[config.mk]
export PLATFORM = sky130hd
export DESIGN_NAME = wb_stream_bridge
export DESIGN_NICKNAME = d
export VERILOG_FILES = /design/src/rtl/wb_stream_bridge.sv
export SDC_FILE = /design/constraint.sdc
export NUM_CORES = 1
export LEC_CHECK = 0
export ABC_AREA = 0
export CAP_MARGIN = 20
export CORE_ASPECT_RATIO = 1.5
export CORE_MARGIN = 2
export CORE_UTILIZATION = 38
export CTS_CLUSTER_DIAMETER = 100
export DETAILED_ROUTE_END_ITERATION = 8
export GPL_ROUTABILITY_DRIVEN = 0
export PLACE_DENSITY = 0.67
export SLEW_MARGIN = 20
export SYNTH_ARGS = -nofsm -noshare
export SYNTH_HDL_FRONTEND = slang
export SYNTH_SLANG_ARGS = --single-unit
export TNS_END_PERCENT = 20
[constraint.sdc]
create_clock -name clk -period 3.13 [get_ports clk]
set_input_delay 0.4695 -clock clk [delete_from_list [all_inputs] [get_ports clk]]
set_output_delay 0.4695 -clock clk [all_outputs]
set_load 0.01 [all_outputs]
[src/rtl/wb_stream_bridge.sv]
// wb_stream_bridge
//   Wishbone classic slave that lets the management core feed and drain a
//   val/rdy stream accelerator. CPU writes to TXDATA are queued in a TX FIFO
//   and presented on the tx_* stream; beats arriving on the rx_* stream are
//   queued in an RX FIFO and popped by reading RXDATA. STATUS exposes FIFO
//   levels plus sticky tx_overflow / rx_underflow flags (write-1-to-clear).
//
//   Register map (byte offsets from BASE_ADDR):
//     0x0 TXDATA  write: push (dropped + tx_overflow when full), read: 0
//     0x4 RXDATA  read: pop head (0 + rx_underflow when empty), write: ignored
//     0x8 STATUS  read: levels/flags, write: bit4/bit5 clear the sticky flags
//     0xC reserved, reads 0
//
// Ports
//   clk, reset            clock, synchronous active-high reset
//   wbs_cyc_i/stb_i/we_i  Wishbone cycle, strobe, write enable
//   wbs_sel_i             byte selects (ignored, full-word access only)
//   wbs_adr_i/dat_i       byte address, write data
//   wbs_ack_o/dat_o       one-cycle acknowledge, registered read data
//   tx_val/tx_rdy/tx_data output stream towards the accelerator
//   rx_val/rx_rdy/rx_data input stream from the accelerator
module wb_stream_bridge #(
   parameter logic [31:0] BASE_ADDR = 32'h3000_0000,
   parameter int          DEPTH     = 4
) (
   input  logic        clk,
   input  logic        reset,
   input  logic        wbs_cyc_i,
   input  logic        wbs_stb_i,
   input  logic        wbs_we_i,
   input  logic [3:0]  wbs_sel_i,
   input  logic [31:0] wbs_adr_i,
   input  logic [31:0] wbs_dat_i,
   output logic        wbs_ack_o,
   output logic [31:0] wbs_dat_o,
   output logic        tx_val,
   input  logic        tx_rdy,
   output logic [31:0] tx_data,
   input  logic        rx_val,
   output logic        rx_rdy,
   input  logic [31:0] rx_data
);

   localparam int AW = $clog2(DEPTH);
   localparam int CW = AW + 1;
   localparam logic [CW-1:0] FULL_COUNT = CW'(DEPTH);

   typedef enum logic [1:0] {
      REG_TXDATA = 2'd0,
      REG_RXDATA = 2'd1,
      REG_STATUS = 2'd2,
      REG_RSVD   = 2'd3
   } reg_sel_e;

   logic [31:0]   tx_mem [DEPTH];
   logic [31:0]   rx_mem [DEPTH];
   logic [AW-1:0] tx_wr_ptr, tx_rd_ptr, rx_wr_ptr, rx_rd_ptr;
   logic [CW-1:0] tx_count, rx_count;
   logic          tx_overflow, rx_underflow;

   logic          hit, access;
   reg_sel_e      reg_sel;
   logic          tx_full, tx_empty, rx_full, rx_empty;
   logic          tx_push, tx_pop, rx_push, rx_pop;
   logic          tx_ovf_set, tx_ovf_clr, rx_udf_set, rx_udf_clr;
   logic [31:0]   status_word;
   logic [31:0]   read_data;

   // Byte selects and the byte-lane address bits carry no meaning here.
   logic unused_ok;
   assign unused_ok = ^{wbs_sel_i, wbs_adr_i[1:0]};

   // Gating on !wbs_ack_o yields exactly one ack per access even if the master
   // keeps stb asserted through the ack cycle.
   assign hit     = wbs_cyc_i & wbs_stb_i & (wbs_adr_i[31:4] == BASE_ADDR[31:4]);
   assign access  = hit & ~wbs_ack_o;
   assign reg_sel = reg_sel_e'(wbs_adr_i[3:2]);

   assign tx_full  = (tx_count == FULL_COUNT);
   assign tx_empty = (tx_count == '0);
   assign rx_full  = (rx_count == FULL_COUNT);
   assign rx_empty = (rx_count == '0);

   assign tx_val  = ~tx_empty;
   assign tx_data = tx_mem[tx_rd_ptr];
   assign rx_rdy  = ~rx_full;

   // Fullness is judged on the pre-edge count, so a push into a full TX FIFO
   // is rejected even when the stream drains an entry in the same cycle.
   assign tx_push    = access & wbs_we_i & (reg_sel == REG_TXDATA) & ~tx_full;
   assign tx_ovf_set = access & wbs_we_i & (reg_sel == REG_TXDATA) & tx_full;
   assign tx_pop     = tx_val & tx_rdy;
   assign rx_push    = rx_val & rx_rdy;
   assign rx_pop     = access & ~wbs_we_i & (reg_sel == REG_RXDATA) & ~rx_empty;
   assign rx_udf_set = access & ~wbs_we_i & (reg_sel == REG_RXDATA) & rx_empty;
   assign tx_ovf_clr = access & wbs_we_i & (reg_sel == REG_STATUS) & wbs_dat_i[4];
   assign rx_udf_clr = access & wbs_we_i & (reg_sel == REG_STATUS) & wbs_dat_i[5];

   assign status_word = {8'd0, 8'(rx_count), 8'(tx_count), 2'b00,
                         rx_underflow, tx_overflow,
                         rx_empty, rx_full, tx_empty, tx_full};

   always_comb begin
      // NOTE: read_data gets a default before the case so no path leaves it
      // unassigned, which would otherwise infer a latch.
      read_data = '0;
      case (reg_sel)
         REG_RXDATA: read_data = rx_empty ? 32'd0 : rx_mem[rx_rd_ptr];
         REG_STATUS: read_data = status_word;
         default:    read_data = '0;
      endcase
   end

   // NOTE: FIFO storage has no reset; the pointers and counts define which
   // entries are valid, so clearing the arrays would only cost reset fan-out.
   always_ff @(posedge clk) begin
      if (tx_push) tx_mem[tx_wr_ptr] <= wbs_dat_i;
      if (rx_push) rx_mem[rx_wr_ptr] <= rx_data;
   end

   // NOTE: all state updates use non-blocking assignments so every register
   // sees the pre-edge values of the others, regardless of statement order.
   always_ff @(posedge clk) begin
      if (reset) begin
         wbs_ack_o    <= 1'b0;
         wbs_dat_o    <= '0;
         tx_wr_ptr    <= '0;
         tx_rd_ptr    <= '0;
         tx_count     <= '0;
         rx_wr_ptr    <= '0;
         rx_rd_ptr    <= '0;
         rx_count     <= '0;
         tx_overflow  <= 1'b0;
         rx_underflow <= 1'b0;
      end else begin
         wbs_ack_o <= access;
         if (access && !wbs_we_i) wbs_dat_o <= read_data;

         if (tx_push) tx_wr_ptr <= tx_wr_ptr + 1'b1;
         if (tx_pop)  tx_rd_ptr <= tx_rd_ptr + 1'b1;
         case ({tx_push, tx_pop})
            2'b10:   tx_count <= tx_count + 1'b1;
            2'b01:   tx_count <= tx_count - 1'b1;
            default: tx_count <= tx_count;
         endcase

         if (rx_push) rx_wr_ptr <= rx_wr_ptr + 1'b1;
         if (rx_pop)  rx_rd_ptr <= rx_rd_ptr + 1'b1;
         case ({rx_push, rx_pop})
            2'b10:   rx_count <= rx_count + 1'b1;
            2'b01:   rx_count <= rx_count - 1'b1;
            default: rx_count <= rx_count;
         endcase

         // A set in the same cycle as a clear wins.
         if (tx_ovf_set)      tx_overflow <= 1'b1;
         else if (tx_ovf_clr) tx_overflow <= 1'b0;
         if (rx_udf_set)      rx_underflow <= 1'b1;
         else if (rx_udf_clr) rx_underflow <= 1'b0;
      end
   end

endmodule
# == After elaboration in Yosys (flattened, before gate mapping) ==
# Memories as Yosys holds them, arrays and structs flattened. A register that Yosys moved wholly into a read port is not among the register bits.
# Index checks and enable logic that the tools add are counted.
# totals
register_bits,49
ram_bits,256
inputBits,107
word_cells,76
memories,2
# classes
addsub,8
eq_ne,9
mux,16
bitwise,22
n_reduce_logical,9
# memory_table
name,words,word_bits,read_ports,rd_ports_with_merged_regs,write_ports,line,source
rx_mem,4,32,1,1,1,56,logic [31:0] rx_mem [DEPTH];
tx_mem,4,32,1,1,1,55,logic [31:0] tx_mem [DEPTH];
# ops
operator,n
$pmux W32 S2,1
$mux W32,1
$eq A28 B26 Y1 const B,1
$and A1 B1 Y1,16
$pmux W3 S2,2
$add A2 B1 Y2 const B,4
$mux W1,8
$mux W2,4
$reduce_bool A2 Y1,4
$add A3 B1 Y3 const B,2
$eq A2 B1 Y1 const B,3
$eq A2 B2 Y1 const B,3
$eq A3 B3 Y1 const B,2
$logic_not A3 Y1,2
$not A1 Y1,6
$sub A3 B1 Y3 const B,2
$logic_not A2 Y1,1
$logic_and A1 B1 Y1,1
$logic_not A1 Y1,1

# == Longest topological paths before layout ==
# Gate-level depths: netlist (run 1).
# depth
depth_word,8
ltp_mapped,11

# == Least setup slack after synthesis (run 1) ==
# OpenSTA, ideal clock, no wires.
# synth_path
path_kind,input to register
start,input wbs_adr_i[21]
end,"memory tx_mem[0][0], enable pin"
setup_time_ns,0.392
t_arrival_ns,2.294
required_time_ns,2.738
path_slack_ns,0.444
stages,5
cell_sequence,nor4_1 -> nand4_1 -> buf_2 -> nor3_1 -> and2_1
# synth_via
elab_chain_len,8
# synth_lines
item,line,source
start: declaration,32,"input logic [31:0] wbs_adr_i,"
$eq A28 B26 Y1,75,assign hit = wbs_cyc_i & wbs_stb_i & (wbs_adr_i[31:4] == BASE_ADDR[31:4]);
$and A1 B1 Y1,75,
$and A1 B1 Y1,76,assign access = hit & ~wbs_ack_o;
$and A1 B1 Y1 (3 in a row),90,assign tx_push = access & wbs_we_i & (reg_sel == REG_TXDATA) & ~tx_full;
$mux W1,117,if (tx_push) tx_mem[tx_wr_ptr] <= wbs_dat_i;
$mux W1 (not written as such),117,
end: declaration,55,
# No other way between the ends.

==> results of run 1 <==
cell type report:
cell class	instances	area (um2)	area share (%)
tap	405	507	3.36
inverter	18	67.6	0.448
multi-input combinational	267	2870	19.0
clock inverter	13	124	0.822
sequential	309	8750	58.1
timing repair buffer	196	1990	13.2
clock buffer	39	763	5.06
logic make-up after synthesis:
group	Yosys count	share of synthesized area, %
flip-flops	309	74.1
AND/OR/NAND/NOR	116	4.91
multiplexers	97	15.0
buffers and inverters	49	1.69
AO/OA/AOI/OAI	32	2.00
adder cells (fa/ha/maj)	15	1.72
XOR/XNOR	7	0.519
through the flow:
step                      hold WS [ns]  instance area, um2  TNS (ns)  std cells  setup WS [ns]
after floorplan                  0.467               11800         0        625          0.444
after CTS                        0.464               15100         0       1247         0.0854
final                            0.457               15100         0       1247          0.190
after global placement           0.443               14200    -0.137       1195         -0.137
after detailed placement         0.446               14200    -0.156       1195         -0.154
after global routing             0.478               15100         0       1247         0.0549
cell usage in the layout, fill, tap and decap left out, types with 3 or more instances in the layout:
master | synthesis | final
a21oi_1 | 6 | 6
a22oi_1 | 10 | 10
and2_2 | 0 | 4
and3_2 | 0 | 4
buf_12 | 0 | 8
buf_4 | 0 | 21
clkbuf_1 | 17 | 10
clkbuf_16 | 0 | 29
clkdlybuf4s50_1 | 0 | 167
clkinv_2 | 0 | 5
clkinvlp_4 | 0 | 3
dfxtp_1 | 53 | 49
dfxtp_2 | 0 | 4
edfxtp_1 | 256 | 256
ha_1 | 13 | 13
inv_1 | 18 | 18
mux2_2 | 3 | 3
mux2i_1 | 30 | 30
mux4_2 | 64 | 64
nand2_1 | 59 | 59
nand3_1 | 3 | 3
nand4_1 | 3 | 3
nor2_1 | 14 | 14
nor3_1 | 5 | 4
nor4_1 | 4 | 4
nor4_2 | 4 | 4
o311ai_0 | 3 | 3
o41ai_1 | 4 | 4
xor2_1 | 5 | 5
registers in the layout, summed over array words and instances, names as in the netlist, named ones only:
signal        count
rx_mem          128
tx_mem          128
wbs_dat_o        32
rx_count          3
tx_count          3
rx_rd_ptr         2
rx_wr_ptr         2
tx_rd_ptr         2
tx_wr_ptr         2
rx_underflow      1
tx_overflow       1
wbs_ack_o         1
worst max path at each step:
stage | from | end | slack [ns] | cells past startpoint
after floorplan | wbs_adr_i[21] | tx_mem[0][0] | 0.44 | 5
after global placement | wbs_adr_i[4] | rx_count[2] | -0.14 | 12
after detailed placement | wbs_adr_i[4] | rx_count[2] | -0.15 | 12
after CTS | register | tx_data[4] | 0.09 | 3
after global routing | register | tx_data[7] | 0.05 | 3
final | register | tx_data[4] | 0.19 | 3
layer usage:
metal  share of wire (%)  routed length (um)
met1                  39                9350
met2                  54               13000
met3                 5.8                1410
met4                 2.0                 477
met5                   0                   0
worst max-delay path: stages, from the launching register on:
cell	delay (ns)
dfxtp_2	0.65
buf_12	0.23
mux4_2	0.52
clkdlybuf4s50_1	0.52
power groups by stage:
stage               Clock [mW]  Sequential [mW]  Combinational [mW]
floorplan                    0             4.64               0.118
global placement             0             4.64               0.323
detailed placement           0             4.65               0.332
CTS                       3.42             4.56               0.333
global route              3.56             4.56               0.358
finish                    3.31             4.56               0.329
==> metrics.md, run 1 <==
| Metric | Value |
|---|---|
| Status | finished, final reports clean |
| Routed Antenna Nets | 0 |
| DR vias | 6262 |
| Num CTS Buffers | 29 |
| Sink Count | 309 |
| Distinct cells, synth | 40 |
| Sw frac | 19.7% |
| Met3 Resource Use GR | 3.31% |
| Net switching power | 1.61 mW |
| Final period util | 93.9% |
| Met1 usage | 16.9% |
| GRT met2 Usage | 27.9% |
| Post-layout util | 48.9% |
| Nets | 943 |
| Antenna violations before repair | 0 |
| Worst Hold Launch | wbs_dat_o[26] |
| Syn-to-layout area delta | 27.7% |
| Shortest period the worst path allows | 2.94 ns |
| Drt total wl | 24.2 mm |
| Count leader, synth | edfxtp_1 |
| R2R setup slack | 0.54 ns |
| P_int | 6.58 mW |
| Hold depth | 2 |
| Total I/O pin count | 174 |
| DRT Pass-1 Iters | 4 |
| Max-slew violations | 0 |
| Clock slew at reported path FFs | 0.06 ns |
| Async SR Flop Fraction | 0% |
| CTS resizes | 0 |
| Number of cell rows | 79 |
| Tot Pwr | 8.19 mW |
| Top cell type's share of synthesized area | 65.1% |
| Arrival @ worst endpoint | 2.47 ns |
| HP Class | register to register |
| Clk buf depth | 3 |
| Total Routing Usage GR | 14.9% |
| Critical Path RT | 2.66 ns |
| Top Usage Layer GRT | met2 |
| Seq/Total Area, Yosys | 74.1% |
| Biggest area consumer among synthesized cells | edfxtp_1 |
| Worst slew pin tran | 0.919 ns |
| Ys flop type | edfxtp_1 |
| Area contributors post-synth | edfxtp_1 (65%), mux4_2 (12%), dfxtp_1 (9.0%), mux2i_1 (2.5%), nand2_1 (1.9%) |
| Seq pwr share | 55.6% |
| Crit Path Max Fanout | 12 |
| Post-synthesis register bit count | 309 |
| Input/output buffers | 167 |
| FMAX | 340 MHz |
| Post-CTS Hold Buffers | 0 |
| Final Skew | 0.0131 ns |
| Antenna cells | 0 |
| Synth top cells by count | edfxtp_1 (256), mux4_2 (64), nand2_1 (59) |
| Largest net degree at the start of global routing | 33 |
| Drt initial violations | 221 |
| Clock root buffer | clkbuf_16 |
| GRT overflow | 0 |
| Total power per unit cell area | 544 nW/um2 |
| CP startpoint kind | register |
| DP HPWL | 15.7 mm |
| Syn avg cell area | 18.9 um2 |
| Clock share of power | 40.3% |
| RR Endpoint | rx_count[2] |
| Critical path type | register to output pin |
| Max-cap viol count | 0 |
| Synth warn | 0 |
| CTS H-tree depth | 1 |
| Clock Latency Late Sink | 0.54 ns |
| Die area | 32500 um2 |
| Reg-to-reg critical path startpoint | rx_count[2] |
| Leakage power | 4.73 nW |
| Final Hold Viols | 0 |
| Fill cells | 2640 |
| Residual DRC | 0 |
| Worst VDD drop | 0.000489 V |
| Die Y | 220 um |
| CTS tree | built |
| Setup bufs post-CTS | 0 |
| Total nets after synthesis | 747 |
| Layout cell share with drive strength beyond 1 | 18.5% |
| Setup-failing EPs final | 0 |
| First-pass GRT wire length | 37.3 mm |
| Combinational share of power | 4.0% |
| Slew margin rel. | 38.7% |
| WHS Endpoint | wbs_dat_o[26] |
| Die X | 148 um |
| Number of synthesized flops with an enable pin | 256 |
| Post-Syn Area | 11800 um2 |
| Avg Vias per Cell | 5.02 |
| Drt wl/cell | 19.4 um |
| Vias in the first global route | 6762 |
| Starting Density | 38.3% |
| CP Capture Type | output pin |
| Post-Synthesis Cells | 625 |
| CORE AREA | 30800 um2 |
| R2R cell count | 9 |
| RSZ-0062 raised after global routing | false |
Note: power is estimated with default switching activity, not from simulation.
==> inputs of run 2 (changes only) <==
REMOVE_ABC_BUFFERS = 1   (was not set)
==> run 2 against run 1 <==
Compared with the run above:
- utilization fell by 0.069 points
- sequential cell count did not move
- global-route usage fell by 0.30 points
- die area did not move
- routed wire length fell by 2.7%
- critical path depth did not move
- register-to-register slack barely moved
==> metrics.md, run 2 (synthesis gave the netlist of run 1 again) <==
| Metric | Value |
|---|---|
| R2R cell count | 9 (unchanged) |
| Setup-failing EPs final | 0 (unchanged) |
| DP HPWL | 14.9 mm (was 15.7 mm) |
| HP Class | register to register (unchanged) |
| Final period util | 87.7% (was 93.9%) |
| Total power per unit cell area | 550 nW/um2 (was 544 nW/um2) |
| Antenna cells | 0 (unchanged) |
| Final Hold Viols | 0 (unchanged) |
| Design area | 15100 um2 (about the same) |
| Post-Route Hold Slack | 0.458 ns (was 0.457 ns) |
| GRT overflow | 0 (unchanged) |
| Number of cell rows | 79 (unchanged) |
| Die Y | 220 um (unchanged) |
| Most frequent cells in the layout | edfxtp_1 (256), clkdlybuf4s50_1 (167), mux4_2 (64) (unchanged) |
| Drt wl/cell | 19.0 um (was 19.4 um) |
| Crit Path Max Fanout | 17 (was 12) |
| Worst slew pin tran | 0.520 ns (was 0.919 ns) |
| Residual DRC | 0 (unchanged) |
| Top flop regs | rx_mem: 128 flops, tx_mem: 128 flops, wbs_dat_o: 32 flops (unchanged) |
| Input/output buffers | 167 (unchanged) |
| Critical Path RT | 2.66 ns (about the same) |
| CTS H-tree depth | 1 (unchanged) |
| Drt initial violations | 297 (was 221) |
| Largest net degree at the start of global routing | 35 (was 33) |
| Total Routing Usage GR | 14.6% (was 14.9%) |
| CP startpoint kind | register (unchanged) |
| CTS tree | built (unchanged) |
| Slew margin rel. | 65.3% (was 38.7%) |
| DR vias | 6179 (was 6262) |
| Post-layout util | 48.8% (was 48.9%) |
| Leakage power | 4.72 nW (was 4.73 nW) |
| Hold depth | 2 (unchanged) |
| Commonest non-fill, non-tap cell in the layout | edfxtp_1 (unchanged) |
| Setup bufs post-CTS | 0 (unchanged) |
| Worst VDD drop | 0.000516 V (was 0.000489 V) |
| Max-slew violations | 0 (unchanged) |
| Die area | 32500 um2 (unchanged) |
| Sink Count | 309 (unchanged) |
| Status | finished, final reports clean (unchanged) |
| Final setup TNS | 0 ns (unchanged) |
| Clock slew at reported path FFs | 0.07 ns (was 0.06 ns) |
| Vias in the first global route | 6766 (was 6762) |
| CP Capture Type | output pin (unchanged) |
| Critical path type | register to output pin (unchanged) |
| Routed Antenna Nets | 0 (unchanged) |
| Num CTS Buffers | 28 (was 29) |
| FMAX | 364 MHz (was 340 MHz) |
| Arrival @ worst endpoint | 2.27 ns (was 2.47 ns) |
| Clk buf depth | 3 (unchanged) |
| CORE AREA | 30800 um2 (unchanged) |
| Antenna violations before repair | 0 (unchanged) |
| Total I/O pin count | 174 (unchanged) |
| Syn-to-layout area delta | 27.5% (was 27.7%) |
| Die X | 148 um (unchanged) |
| Layout cell share with drive strength beyond 1 | 17.5% (was 18.5%) |
| CTS resizes | 0 (unchanged) |
| Clock Latency Late Sink | 0.54 ns (about the same) |
| Post-CTS Hold Buffers | 0 (unchanged) |
| Clock root buffer | clkbuf_16 (unchanged) |
| Max-cap viol count | 0 (unchanged) |
| First-pass GRT wire length | 37.0 mm (was 37.3 mm) |
| Final Skew | 0.0120 ns (was 0.0131 ns) |
| RSZ-0062 raised after global routing | false (unchanged) |
| Avg Vias per Cell | 4.99 (was 5.02) |
| Starting Density | 38.3% (unchanged) |
| Nets | 934 (was 943) |
| DRT Pass-1 Iters | 6 (was 4) |
| Area post-placement | 14100 um2 (was 14200 um2) |
| Shortest period the worst path allows | 2.74 ns (was 2.94 ns) |
| Fill cells | 2604 (was 2640) |
| Drt total wl | 23.5 mm (was 24.2 mm) |
-- run 2: cell count changes in the layout (fill, tap and decap cells not counted), sizes merged --
cell and change:
buf -8, clkinvlp -2, clkbuf +2
-- run 2: metal layers --
metal	global-route usage, %	up-vias	wire length [um]
li1	-	2851	-
met1	16.6	3131	8930
met2	27.6	162	12600
met3	3.46	35	1540
met4	3.43	0	456
met5	0	-	0
-- run 2: worst paths after layout --
check / start / endpoint / slack, ns
hold / removal: wbs_dat_o[8] / wbs_dat_o[8] / 0.46
setup reg to reg: rx_count[2] / rx_count[2] / 0.53
hold reg to reg: wbs_dat_o[8] / wbs_dat_o[8] / 0.46
setup / recovery: register / tx_data[4] / 0.39
-- run 2: cell type report --
cell class | count | area [um2] | share of cell area [%]
timing repair buffer | 188 | 1930 | 12.8
multi-input combinational | 267 | 2870 | 19.0
inverter | 18 | 67.6 | 0.449
tap | 405 | 507 | 3.37
clock inverter | 11 | 110 | 0.731
clock buffer | 41 | 822 | 5.46
sequential | 309 | 8750 | 58.1
-- run 2: through the flow --
step                      worst slack, ns  power (mW)  instances
after floorplan                     -1.44        4.75        594
after global placement            0.00105        4.97       1187
after detailed placement          -0.0117        4.98       1187
after CTS                           0.303        8.40       1239
after global routing                0.284        8.59       1239
final                               0.386        8.28       1239
-- run 2: power breakdown --
group / total, mW / switching (mW) / internal (mW) / leakage, nW
clock: 3.40 / 1.41 / 1.99 / 0.458
combinational: 0.324 / 0.152 / 0.172 / 1.51
sequential: 4.56 / 0.0232 / 4.54 / 2.75
-- run 2: critical path: stages, from the launching register on --
cell	delay, ns
dfxtp_2	0.66
buf_12	0.23
mux4_2	0.31
clkdlybuf4s50_1	0.53
==> inputs of run 3 (changes only) <==
ABC_AREA = not set   (was 0)
REMOVE_ABC_BUFFERS = not set   (was 1)
==> results of run 3 <==
Final layout, timing and power as in run 1 (identical DEF).
